--- config.mk ---
export PLATFORM = sky130hd
export DESIGN_NAME = jclkctl
export DESIGN_NICKNAME = d
export VERILOG_FILES = /design/src/rtl/jclkctl.sv
export SDC_FILE = /design/constraint.sdc
export NUM_CORES = 1
export LEC_CHECK = 0
export ABC_AREA = 1
export CAP_MARGIN = 10
export CORE_MARGIN = 4
export CORE_UTILIZATION = 60
export DETAILED_ROUTE_END_ITERATION = 8
export DONT_BUFFER_PORTS = 1
export HOLD_SLACK_MARGIN = 0.12
export PLACE_DENSITY = 0.76
export SYNTH_ARGS = -nofsm -noshare
export SYNTH_HDL_FRONTEND = slang
export SYNTH_SLANG_ARGS = --single-unit
--- constraint.sdc ---
create_clock -name CLK -period 4.6 [get_ports CLK]
set_input_delay 0.92 -clock CLK [delete_from_list [all_inputs] [get_ports CLK]]
set_output_delay 0.92 -clock CLK [all_outputs]
set_load 0.005 [all_outputs]
--- src/rtl/jclkctl.sv ---
// Manual clock controller for jclock: debounced step/run buttons drive a
// divided square wave sclk with free-run, single-step and halt modes.

module jclkctl_debounce #(
    parameter int DEB = 1_000_000
) (
    input  logic CLK,
    input  logic reset,
    input  logic btn,
    output logic click
);
    localparam int CW = (DEB > 1) ? $clog2(DEB) : 1;

    logic          sync_p0;
    logic          sync_p1;
    logic          level;
    logic [CW-1:0] cnt;

    // Two-stage synchronizer feeding a stability counter; a click is the
    // single cycle in which the accepted level rises.
    always_ff @(posedge CLK or posedge reset) begin
        if (reset) begin
            sync_p0 <= 1'b0;
            sync_p1 <= 1'b0;
            level   <= 1'b0;
            cnt     <= '0;
            click   <= 1'b0;
        end else begin
            sync_p0 <= btn;
            sync_p1 <= sync_p0;
            click   <= 1'b0;
            if (sync_p1 != level) begin
                if (cnt == CW'(DEB - 1)) begin
                    level <= sync_p1;
                    cnt   <= '0;
                    click <= sync_p1;
                end else begin
                    cnt <= cnt + 1'b1;
                end
            end else begin
                cnt <= '0;
            end
        end
    end
endmodule

module jclkctl #(
    parameter int DIV          = 50_000_000,
    parameter int DEB          = 1_000_000,
    parameter int STEP_PERIODS = 4
) (
    input  logic        CLK,
    input  logic        reset,
    input  logic        btn_step,
    input  logic        btn_run,
    input  logic        halt,
    output logic        sclk,
    output logic        busy,
    output logic        running,
    output logic [15:0] pcount
);
    localparam int DCW = (DIV > 1) ? $clog2(DIV) : 1;
    localparam int RW  = $clog2(STEP_PERIODS + 1);

    typedef enum logic [1:0] {
        STOP = 2'd0,
        HI   = 2'd1,
        LO   = 2'd2
    } state_t;

    state_t           state;
    state_t           state_n;
    logic [DCW-1:0]   dcnt;
    logic [DCW-1:0]   dcnt_n;
    logic [RW-1:0]    rem;
    logic [RW-1:0]    rem_n;
    logic             run;
    logic             run_n;
    logic             pc_inc;
    logic             phase_end;
    logic             step_click;
    logic             run_click;

    jclkctl_debounce #(.DEB(DEB)) u_deb_step (
        .CLK   (CLK),
        .reset (reset),
        .btn   (btn_step),
        .click (step_click)
    );

    jclkctl_debounce #(.DEB(DEB)) u_deb_run (
        .CLK   (CLK),
        .reset (reset),
        .btn   (btn_run),
        .click (run_click)
    );

    assign phase_end = (dcnt == DCW'(DIV - 1));
    assign running   = run;

    // Decisions use the post-click run value so a run click starts sclk in
    // the following cycle and a stop request is honoured at the next LO end.
    always_comb begin
        run_n     = halt ? 1'b0 : (run ^ run_click);
        state_n   = state;
        dcnt_n    = dcnt;
        rem_n     = rem;
        pc_inc    = 1'b0;
        case (state)
            STOP: begin
                dcnt_n = '0;
                if (!halt) begin
                    if (run_n) begin
                        state_n = HI;
                    end else if (step_click) begin
                        rem_n   = RW'(STEP_PERIODS);
                        state_n = HI;
                    end
                end
            end
            HI: begin
                if (phase_end) begin
                    dcnt_n  = '0;
                    state_n = LO;
                end else begin
                    dcnt_n = dcnt + 1'b1;
                end
            end
            LO: begin
                if (phase_end) begin
                    dcnt_n = '0;
                    pc_inc = 1'b1;
                    if (halt) begin
                        rem_n   = '0;
                        state_n = STOP;
                    end else if (run_n) begin
                        // Free-run absorbs any pending step burst.
                        rem_n   = '0;
                        state_n = HI;
                    end else if (rem > RW'(1)) begin
                        rem_n   = rem - 1'b1;
                        state_n = HI;
                    end else begin
                        rem_n   = '0;
                        state_n = STOP;
                    end
                end else begin
                    dcnt_n = dcnt + 1'b1;
                end
            end
            default: begin
                state_n = STOP;
                dcnt_n  = '0;
                rem_n   = '0;
            end
        endcase
    end

    always_ff @(posedge CLK or posedge reset) begin
        if (reset) begin
            state  <= STOP;
            dcnt   <= '0;
            rem    <= '0;
            run    <= 1'b0;
            sclk   <= 1'b0;
            busy   <= 1'b0;
            pcount <= 16'h0000;
        end else begin
            state  <= state_n;
            dcnt   <= dcnt_n;
            rem    <= rem_n;
            run    <= run_n;
            sclk   <= (state_n == HI);
            busy   <= (state_n != STOP);
            pcount <= pcount + {15'b0, pc_inc};
        end
    end
endmodule

# [Word level (Yosys, flattened, before mapping)]
# Index checks and enable logic that the tools add are counted.
[totals] inputBits=5 register_bits=98 elab_cells=73 output_inout_bits=19
[op_classes] reduce_logical=6 eq_ne=12 n_lt_le_gt_ge=1 n_addsub=5 mux=30 bitwise_logic=2
[ops] cell="2-to-1 mux 20 bit" n=4
[ops] cell="2-to-1 mux 26 bit" n=2
[ops] cell="adder 20 x 1 -> 20 bit (second input constant)" n=2
[ops] cell="== test 20 bit (second input constant)" n=2
[ops] cell="adder 26 x 1 -> 26 bit (second input constant)" n=1
[ops] cell="== test 26 bit (second input constant)" n=1
[ops] cell="2-to-1 mux 3 bit" n=7
[ops] cell="adder 16 x 1 -> 16 bit" n=1
[ops] cell="2-to-1 mux 1 bit" n=10
[ops] cell="2-to-1 mux 2 bit" n=5
[ops] cell="one-hot mux 3 bit (3 select lines)" n=1
[ops] cell="inequality test 2 bit (second input constant)" n=3
[ops] cell="one-hot mux 2 bit (3 select lines)" n=1
[ops] cell="AND reduction 5 bit" n=1
[ops] cell="== test 2 x 1 -> 1 bit (second input constant)" n=2
[ops] cell="AND reduction 2 bit" n=2
[ops] cell="> comparator 3 x 1 -> 1 bit (second input constant)" n=1
[ops] cell="subtractor 3 x 1 -> 3 bit (second input constant)" n=1
[ops] cell="== test 2 bit (second input constant)" n=1
[ops] cell="zero test 2 bit" n=1
[ops] cell="inequality test 1 bit" n=2
[ops] cell="inequality test 2 x 1 -> 1 bit (second input constant)" n=1
[ops] cell="nonzero test 2 bit" n=1
[ops] cell="OR reduction 2 bit" n=1
[ops] cell="2 further kinds" n=2

# [Logic depth before layout (Yosys ltp)]
# Gate-level depths: netlist of run 1.
[depth] ltp_word=7 mapped_depth=15

# [Cells and area by module]
# From an unflattened synthesis of run 1, not the netlist that was laid out.
[hier_totals] cells_unflattened=640 area_unflattened_um2=5273.8
[by_module_without_submodules] mod="jclkctl_debounce" seq_area_each_um2=600.6 instances=2 area_per_inst_um2=1321.3 cells_per_inst=164
[by_module_without_submodules] mod="jclkctl" seq_area_each_um2=1251.2 instances=1 area_per_inst_um2=2631.3 cells_per_inst=312

# [Worst setup path after synthesis of run 1]
# OpenSTA, ideal clock, no wires.
[synth_timing] path_kind="reg2reg" start="register dcnt[0]" end="register pcount[14]" setup_ps=123 path_stages_with_launch=16 setup_slack_ps=2251 arrival_ps=2225 path_cell_list="dfrtp_1 -> ha_1 -> nand3_2 -> nor2_4 -> nand4_1 -> nor2_1 -> ha_1 -> ha_1 -> nand3_1 -> nor2_1 -> nand2_1 -> nor2_2 -> nand3_1 -> nor2_1 -> nand2_1 -> xnor2_1"
[synth_between] elab_chain_len=4
[synth_lines] item="start, declared" line="73" text="logic [DCW-1:0] dcnt;"
[synth_lines] item="start signal, assigned" line="170" text="dcnt <= dcnt_n;"
[synth_lines] item="== test 26 bit" line="98" text="assign phase_end = (dcnt == DCW'(DIV - 1));"
[synth_lines] item="2-to-1 mux 1 bit" line="130" text="if (phase_end) begin"
[synth_lines] item="2-to-1 mux 1 bit" line="109" text="case (state)"
[synth_lines] item="adder 16 x 1 -> 16 bit" line="175" text="pcount <= pcount + {15'b0, pc_inc};"
[synth_lines] item="end signal, assigned" line="175"
[synth_lines] item="end, declared" line="60" text="output logic [15:0] pcount"
# Every way passes these cells.
# A chain may end at the register's enable or synchronous reset.

# [Final worst setup path of run 1]
# Same ends and word-level chain as after synthesis.

==> results.py, run 1 <==
metrics = {
    "clock_tree": {
        "clockRootBuffer": "clkbuf_8",
        "cts-hold-fix-buffers": 0,
        "clk_latency_ps": 360,
        "cts_inserted_buffers": 9,
        "htree_levels": 3,
        "postCtsSetupBuffers": 0,
        "clock_path_buffers": 2,
        "cts_sinks": 98,
        "cts_tree": "built",
        "cts_resized": 0,
        "clk_pin_slew_ps": 100,
    },
    "floorplan": {
        "die_area_sq_um": 9794,
        "die_y_microns": 98.97,
        "core_area_sq_um": 7888,
        "initial_core_util_pct": 62.94,
        "ioPinCount": 24,
        "row_count": 32,
        "die_w_microns": 98.97,
    },
    "global_route": {
        "antenna_found_initial": 0,
        "grt_use_total_pct": 20.86,
        "grt_first_pass_wirelength_microns": 16720,
        "grt_pass1_vias": 3666,
        "grt_overflow": 0,
        "grt_max_degree": 71,
    },
    "routing": {
        "vias_per_cell": 5.366,
        "dr.first_iter.drc_count": 155,
        "antenna_left": 0,
        "wl_microns": 9385,
        "avgRoutedWirePerCell_microns": 13.52,
        "dr.pass1.iters": 5,
        "vias": 3724,
        "drc": 0,
    },
    "worst_setup_path": {
        "r2r_cells": 15,
        "cp-start-kind": "register",
        "critPathKind": "reg2reg",
        "critPathLaunch": "dcnt[0]",
        "rr_startpoint": "dcnt[0]",
        "endpoint_kind": "register",
        "reg2reg_slack_ps": 1890,
        "cp_data_required_time_ps": 4860,
        "reg2reg_to": "pcount[14]",
        "cp_max_fo": 5,
        "worst_ep_arrival_time_ps": 2970,
    },
    "pwr": {
        "p_leak_nw": 2.433,
        "vdd_drop_max_mv": 0.1939,
        "powerDensity_nw_per_um2": 281.5,
        "finalPower_w": 0.001491,
    },
    "timing": {
        "tightest_slew_ps": 869.5,
        "fin_crit_sh_pct": 58.93,
        "timing.final.crit_period_ps": 2711,
        "fin_setup_tns_ps": 0,
        "finalHoldWorstSlack_ps": 357.5,
        "setup_viol": 0,
        "rsz0062_at_grt": "false",
        "slew_headroom_pct": 42.03,
        "report.final.hold_viol_count": 0,
        "fmax_mhz": 368.9,
        "slew_violations": 0,
        "fin_skew_ps": 12.87,
    },
    "synthesis": {
        "synth_cell_type_count": 37,
        "synth_ff_type": "dfrtp_1",
        "ys_top_cells_by_count": "nor2_1 (101), nand2_1 (99), dfrtp_1 (98)",
        "syn_nets": 593,
        "async_flop_share_pct": 100.0,
        "synth_top_area_share_pct": 49.40,
        "synth_edf_count": 0,
        "ys_ff_latch": 98,
        "yosysSeqAreaShare_pct": 49.40,
        "syn_area_sq_um": 4965,
        "synth_top_area_cell": "dfrtp_1",
        "synth.most_common_cell": "nor2_1",
        "avgSynthCellArea_sq_um": 8.604,
        "synth_cells": 577,
        "ys_warn_count": 0,
        "synthTopCellsByArea": "dfrtp_1 (49%), nor2_1 (7.6%), nand2_1 (7.5%), inv_1 (5.1%), xor2_1 (4.6%)",
    },
    "hold_path": {
        "min_path_type": "reg2reg",
        "hold_end": "u_deb_run.sync_p1",
        "hold_start": "u_deb_run.sync_p0",
        "hold_path_depth": 0,
    },
    "placed_design": {
        "gp_congestion": 0.8853,
        "place_inst": 678,
        "place.detailed.hpwl_microns": 6765,
        "port_buffers": 0,
        "dpl-instance-area_sq_um": 5086,
    },
    "layout": {
        "layout.cells.non_filler": 694,
        "antennaDiodeCount": 0,
        "stdcell_area_sq_um": 5296,
        "drive_above_1_share_pct": 9.797,
        "final_nets": 603,
        "area_growth_pct": 6.678,
    },
    "run_status": {
        "status": "finished, final reports clean",
    },
    "run": {
        "drv_cap": 0,
    },
}
[registers in the layout, summed over array words and instances, names as in the netlist, 2 cells and up]
register	flops
u_deb_step.cnt	20
pcount	16
dcnt	26
state	2
u_deb_run.cnt	20
rem	3
[critical path: stages, from the launching register on]
cell     delay, ps
dfrtp_1        400
ha_1           220
nand3_2        160
nor2_4         180
nand4_1        120
nor2_1         190
ha_1           180
ha_1           180
nand3_1        110
nor2_1         120
nand2_1        100
nor2_2         140
nand3_1        130
nor2_1         170
nand2_1         80
xnor2_1        120
[per-layer routing]
| metal | track usage, % | share of wire, % | vias to the layer above |
|---|---|---|---|
| met1 | 28.66 | 46 | 1778 |
| met2 | 32.80 | 48 | 71 |
| met5 | 0 | 0 | - |
| met3 | 3.892 | 3.4 | 15 |
| met4 | 8.403 | 1.9 | 0 |
| li1 | - | - | 1860 |
[cell families (layout without fill, tap and decap cells)]
family                   count (synthesis)  after routing  synth area share, %
AND/OR/NAND/NOR                        316            316                30.77
flip-flops                              98             98                49.40
adder cells (fa/ha/maj)                 11             11                2.772
XOR/XNOR                                40             40                7.057
buffers and inverters                   76             91                5.973
AO/OA/AOI/OAI                           36             36                4.032
[power breakdown]
group | leakage, nW | total, W | internal [W] | switching, W
Combinational | 0.974 | 0.0000332 | 0.00000601 | 0.0000272
Clock | 0.103 | 0.000586 | 0.000272 | 0.000314
Sequential | 1.36 | 0.000871 | 0.000867 | 0.00000452
Total | 2.43 | 0.00149 | 0.00115 | 0.000346
[cells in the final DEF, fill, tap and decap left out, types with 2 or more instances in the layout]
cell,netlist,layout
nand2_2,7,7
nor2_2,10,10
nor4_1,6,6
nand3_2,5,5
ha_1,11,11
inv_6,0,2
nor2_4,3,3
o21ai_0,6,6
xor2_1,26,26
nand3_1,32,32
clkbuf_8,0,10
a21oi_1,16,16
inv_2,5,5
o21ai_1,5,5
o211ai_1,2,2
inv_4,1,2
nor3_1,21,21
o21a_1,3,3
xnor2_1,14,14
nand4_1,15,15
nor2_1,101,101
dfrtp_1,98,98
nor3_4,3,3
inv_1,68,67
nor3b_1,5,5
nand2_1,99,99
clkinv_4,0,2
nand2_4,3,3
[layout make-up]
class,instances,area (sq um)
fillers,649,2591
flip-flops and latches,98,2452
multi-input cells,403,2216
inverters,74,282.8
clock buffers,10,137.6
well taps,102,127.6
clock inverters,6,72.57
repair buffers,1,7.507
[per-stage QoR]
stage	setup WS (ps)	utilization, %
2_1_floorplan	1118	-
3_3_place_gp	2056	64.48
6_report	1889	67.15
4_1_cts	1898	67.15
5_1_grt	1630	67.15
3_5_place_dp	1956	64.48
[worst max-delay path by stage]
stage | to | slack (ps) | cells past startpoint
floorplan | busy | 1120 | 1
CTS | pcount[14] | 1900 | 15
detailed placement | pcount[14] | 1960 | 15
finish | pcount[14] | 1890 | 15
global placement | pcount[14] | 2060 | 15
global route | pcount[14] | 1630 | 15
Power figures use the tool's default switching activity.
==> run 2, diff against run 1 <==
Clock period 4.6 ns to 2.6 ns, I/O delays scaled along.
==> results.py, run 2 (synthesized netlist as in run 1, its figures left out) <==
metrics = {
    "routing": {
        "avgRoutedWirePerCell_microns": 13.87,
        "wl_microns": 9850,
        "drc": 0,
        "dr.first_iter.drc_count": 110,
        "vias": 3788,
        "vias_per_cell": 5.335,
        "dr.pass1.iters": 4,
        "antenna_left": 0,
    },
    "floorplan": {
        "ioPinCount": 24,
        "core_area_sq_um": 7888,
        "initial_core_util_pct": 62.94,
        "die_y_microns": 98.97,
        "die_w_microns": 98.97,
        "die_area_sq_um": 9794,
        "row_count": 32,
    },
    "timing": {
        "report.final.hold_viol_count": 0,
        "tightest_slew_ps": 660.8,
        "fmax_mhz": 395.3,
        "slew_violations": 0,
        "slew_headroom_pct": 55.86,
        "fin_skew_ps": 16.66,
        "setup_ws_ps": 70.17,
        "timing.final.crit_period_ps": 2530,
        "setup_viol": 0,
        "fin_crit_sh_pct": 97.30,
    },
    "clock_tree": {
        "cts_tree": "built",
        "cts_sinks": 98,
        "cts_inserted_buffers": 9,
        "clockRootBuffer": "clkbuf_8",
        "htree_levels": 3,
        "clock_path_buffers": 2,
        "clk_latency_ps": 370,
        "clk_pin_slew_ps": 100,
    },
    "placed_design": {
        "place_inst": 687,
        "gp_congestion": 0.8804,
        "place.detailed.hpwl_microns": 6910,
        "place_ws_ps": -40.78,
        "port_buffers": 0,
    },
    "hold_path": {
        "min_path_type": "in2reg",
    },
    "layout": {
        "top_register": "dcnt",
        "final_common_cell": "dfrtp_1",
        "antennaDiodeCount": 0,
        "largest_reg_flops": 26,
        "final_cell_mix": "dfrtp_1 (98), nand2_1 (96), nor2_1 (96)",
        "top_regs": "dcnt x26, u_deb_run.cnt x20, u_deb_step.cnt x20",
        "drive_above_1_share_pct": 14.47,
        "layout.cells.non_filler": 710,
        "final_nets": 619,
        "area_growth_pct": 10.91,
    },
    "global_route": {
        "grt_max_degree": 35,
        "antenna_found_initial": 0,
        "grt_use_total_pct": 21.29,
        "grt_overflow": 0,
        "grt_first_pass_wirelength_microns": 17150,
        "grt_pass1_vias": 3865,
    },
    "worst_setup_path": {
        "worst_ep_arrival_time_ps": 2800,
        "endpoint_kind": "register",
        "cp-start-kind": "register",
        "cpMaxStageDelayCell": "dfrtp_1",
        "crit_chain": "inv_2 -> nand2_1 -> nor4_2 -> nand4_1 -> nor2_2 -> ha_2 -> ha_4 -> nand3_2 -> nor2_2 -> nand2_2 -> nor2_4 -> nand3_4 -> nor2_4 -> nand2_2 -> xnor2_1",
        "cp_max_fo": 3,
        "slowest_delay_ps": 410,
        "critPathKind": "reg2reg",
        "cp_data_required_time_ps": 2870,
    },
    "pwr": {
        "powerDensity_nw_per_um2": 472.4,
        "vdd_drop_max_mv": 0.3619,
        "finalPower_w": 0.002602,
        "p_leak_nw": 2.503,
    },
    "run": {
        "drv_cap": 0,
    },
    "run_status": {
        "status": "finished, final reports clean",
    },
}
==> run 2: cell count changes in the layout (fill, tap and decap cells not counted), sizes merged <==
cell / previous run / this run
buf: 1 / 16
clkinv: 2 / 3
clkinvlp: 1 / 3
dlygate4sd3: 0 / 1
inv: 76 / 73
==> run 2: area by class of cell <==
class / count / area [sq um]
clock buffers: 10 / 127.6
clock inverters: 6 / 67.56
fillers: 564 / 2381
inverters: 74 / 284.0
multi-input cells: 403 / 2305
flip-flops and latches: 98 / 2452
well taps: 102 / 127.6
repair buffers: 17 / 142.6
==> run 2: layer usage <==
metal	up-vias	track usage, %	part of all wire, %
met5	-	0	0
met4	0	9.349	1.5
met3	16	3.609	4.1
met2	86	33.73	49
met1	1795	28.94	46
li1	1891	-	-
==> run 2: where the power goes <==
group,leakage (nW),internal (W),switching [W]
logic,1.06,0.0000167,0.0000509
clock network,0.0925,0.000447,0.000545
registers,1.36,0.00153,0.00000820
total,2.50,0.00200,0.000604
==> run 2: critical path: cells and delay by family (launching register included) <==
family                     cells  cell delay, ps
and+or+nand+nor               11            1460
DFF                            1             410
xor gates and xnor gates       1             110
adders and majority gates      2             360
buffers and inverters          1              80
==> run 2: timing repair <==
| action | CTS | global route |
|---|---|---|
| hold buffers | 1 | 0 |
| setup endpoints to repair | 1 | 6 |
| hold endpoints to repair | 6 | 0 |
| setup buffers | 0 | 6 |
| pin swaps | 0 | 6 |
| gates resized for setup | 3 | 18 |
==> run 2: worst paths after layout <==
| path | startpoint | endpoint | slack, ps | cells past startpoint |
|---|---|---|---|---|
| max | dcnt[16] | pcount[14] | 70 | 15 |
| min | btn_run | u_deb_run.sync_p0 | 180 | 0 |
| max reg2reg | dcnt[16] | pcount[14] | 70 | 15 |
| min reg2reg | u_deb_run.sync_p0 | u_deb_run.sync_p1 | 350 | 0 |
| max in group asynchronous | reset | u_deb_step.level | 1210 | 3 |
| min in group asynchronous | reset | dcnt[8] | 720 | 2 |
==> run 2: metrics by stage <==
stage / hold slack (ps) / setup TNS [ps] / utilization, % / instance area (sq um)
finish: 181.8 / 0 / 69.81 / 5507
global route: 156.4 / -155.9 / 69.81 / 5507
CTS: 159.5 / 0 / 68.26 / 5384
detailed placement: 337.8 / -40.78 / 65.51 / 5167
global placement: 335.7 / 0 / 65.51 / 5167
floorplan: 331.2 / 0 / - / 4969
==> run 3, diff against run 2 <==
Settings changed: ABC_CLOCK_PERIOD_IN_PS from default to 2600, CAP_MARGIN 10 to 20, CORE_MARGIN 4 to 2.
==> results.py, run 3 (synthesized netlist as in run 1, its figures left out) <==
metrics = {
    "global_route": {
        "grt_pass1_vias": 3583,
        "grt_overflow": 0,
        "grt_max_degree": 39,
        "grt_use_total_pct": 22.22,
        "antenna_found_initial": 0,
        "grt_first_pass_wirelength_microns": 15840,
    },
    "floorplan": {
        "die_w_microns": 94.97,
        "ioPinCount": 24,
        "die_y_microns": 94.97,
        "die_area_sq_um": 9018,
        "initial_core_util_pct": 61.04,
        "core_area_sq_um": 8134,
        "row_count": 33,
    },
    "timing": {
        "fmax_mhz": 407.4,
        "setup_viol": 0,
        "fin_skew_ps": 12.18,
        "fin_crit_sh_pct": 94.41,
        "report.final.hold_viol_count": 0,
        "slew_violations": 0,
        "timing.final.crit_period_ps": 2455,
        "slew_headroom_pct": 61.12,
        "tightest_slew_ps": 581.9,
    },
    "layout": {
        "drive_above_1_share_pct": 13.67,
        "final_cell_mix": "nand2_1 (99), nor2_1 (98), dfrtp_1 (98)",
        "top_regs": "dcnt x26, u_deb_run.cnt x20, u_deb_step.cnt x20",
        "final_nets": 618,
        "fin_util_pct": 67.02,
        "layout.cells.non_filler": 712,
        "area_growth_pct": 9.803,
        "largest_reg_flops": 26,
        "final_common_cell": "nand2_1",
        "antennaDiodeCount": 0,
        "top_register": "dcnt",
    },
    "routing": {
        "vias": 3736,
        "avgRoutedWirePerCell_microns": 13.06,
        "drc": 0,
        "antenna_left": 0,
        "dr.pass1.iters": 4,
        "wl_microns": 9298,
        "vias_per_cell": 5.247,
        "dr.first_iter.drc_count": 181,
    },
    "pwr": {
        "powerDensity_nw_per_um2": 473.5,
        "vdd_drop_max_mv": 0.2999,
        "finalPower_w": 0.002581,
        "p_leak_nw": 2.498,
    },
    "worst_setup_path": {
        "crit_chain": "ha_2 -> nand3_2 -> nor2_4 -> nand4_1 -> nor2_2 -> ha_2 -> ha_2 -> nand3_2 -> nor2_1 -> nand2_1 -> nor2_2 -> nand3_2 -> nor2_4 -> nand2_1 -> xnor2_1",
        "cp_max_fo": 3,
        "endpoint_kind": "register",
        "critPathKind": "reg2reg",
        "cpMaxStageDelayCell": "dfrtp_1",
        "slowest_delay_ps": 400,
        "worst_ep_arrival_time_ps": 2730,
        "cp_data_required_time_ps": 2870,
        "cp-start-kind": "register",
    },
    "clock_tree": {
        "htree_levels": 3,
        "cts_sinks": 98,
        "cts_tree": "built",
        "clock_path_buffers": 2,
        "clockRootBuffer": "clkbuf_8",
        "clk_latency_ps": 380,
        "cts_inserted_buffers": 9,
        "clk_pin_slew_ps": 110,
    },
    "placed_design": {
        "place_inst": 690,
        "gp_congestion": 0.8890,
        "port_buffers": 0,
        "place.detailed.hpwl_microns": 6815,
    },
    "run": {
        "drv_cap": 0,
    },
    "hold_path": {
        "min_path_type": "in2reg",
    },
    "run_status": {
        "status": "finished, final reports clean",
    },
}
-- run 3: changes by cell type in the layout (fill, tap and decap cells not counted), moves of 2 or more --
cell,change
clkinvlp_4,-2
nand2_1,+3
nor2_1,+2
ha_2,+2
inv_6,+4
inv_8,+2
nand2_2,-3
-- run 3: critical path, delay by kind of cell (launching register included) --
kind / cells / cell delay (ps)
AND/OR/NAND/NOR: 11 / 1250
adder cells (fa/ha/maj): 3 / 580
flip-flops: 1 / 400
XOR/XNOR: 1 / 120
-- run 3: per-stage QoR --
stage	setup TNS (ps)	setup WS, ps	hold slack [ps]	area [sq um]
floorplan	0	251.5	331.2	4969
CTS	0	36.21	159.9	5371
global placement	0	119.1	334.8	5171
finish	0	145.3	168.0	5451
global route	-14.80	-14.80	150.8	5451
detailed placement	0	57.64	334.7	5171
-- run 3: final cells by class --
type	instances	area, sq um
fillers	638	2683
repair buffers	16	135.1
inverters	74	284.0
well taps	105	131.4
clock inverters	7	66.31
clock buffers	9	123.9
multi-input cells	403	2258
flip-flops and latches	98	2452
-- run 3: path summary, 6_finish.rpt --
kind	startpoint	end	slack, ps	depth (start not counted)
worst max-delay path	dcnt[0]	pcount[14]	150	15
worst min-delay path	btn_step	u_deb_step.sync_p0	170	0
worst max register to register	dcnt[0]	pcount[14]	150	15
worst min register to register	u_deb_run.sync_p0	u_deb_run.sync_p1	360	0
max in group asynchronous	reset	u_deb_run.cnt[8]	1290	3
min in group asynchronous	reset	u_deb_run.cnt[14]	680	2
-- run 3: repair_timing --
item | in CTS | in global routing
hold buffers | 1 | 0
hold endpoints to repair | 24 | 0
buffers inserted | 0 | 5
setup endpoints to repair | 0 | 5
resized for setup | 0 | 12
-- run 3: routing by layer --
metal	vias up	track usage [%]	routed length (microns)
li1	1885	-	-
met1	1791	30.66	4424
met2	44	36.64	4497
met3	16	4.070	200
met4	0	5.435	174
met5	-	0	0
-- run 3: power breakdown --
part,internal [W],switching [W]
logic,0.0000157,0.0000495
registers,0.00153,0.00000832
clock network,0.000377,0.000597
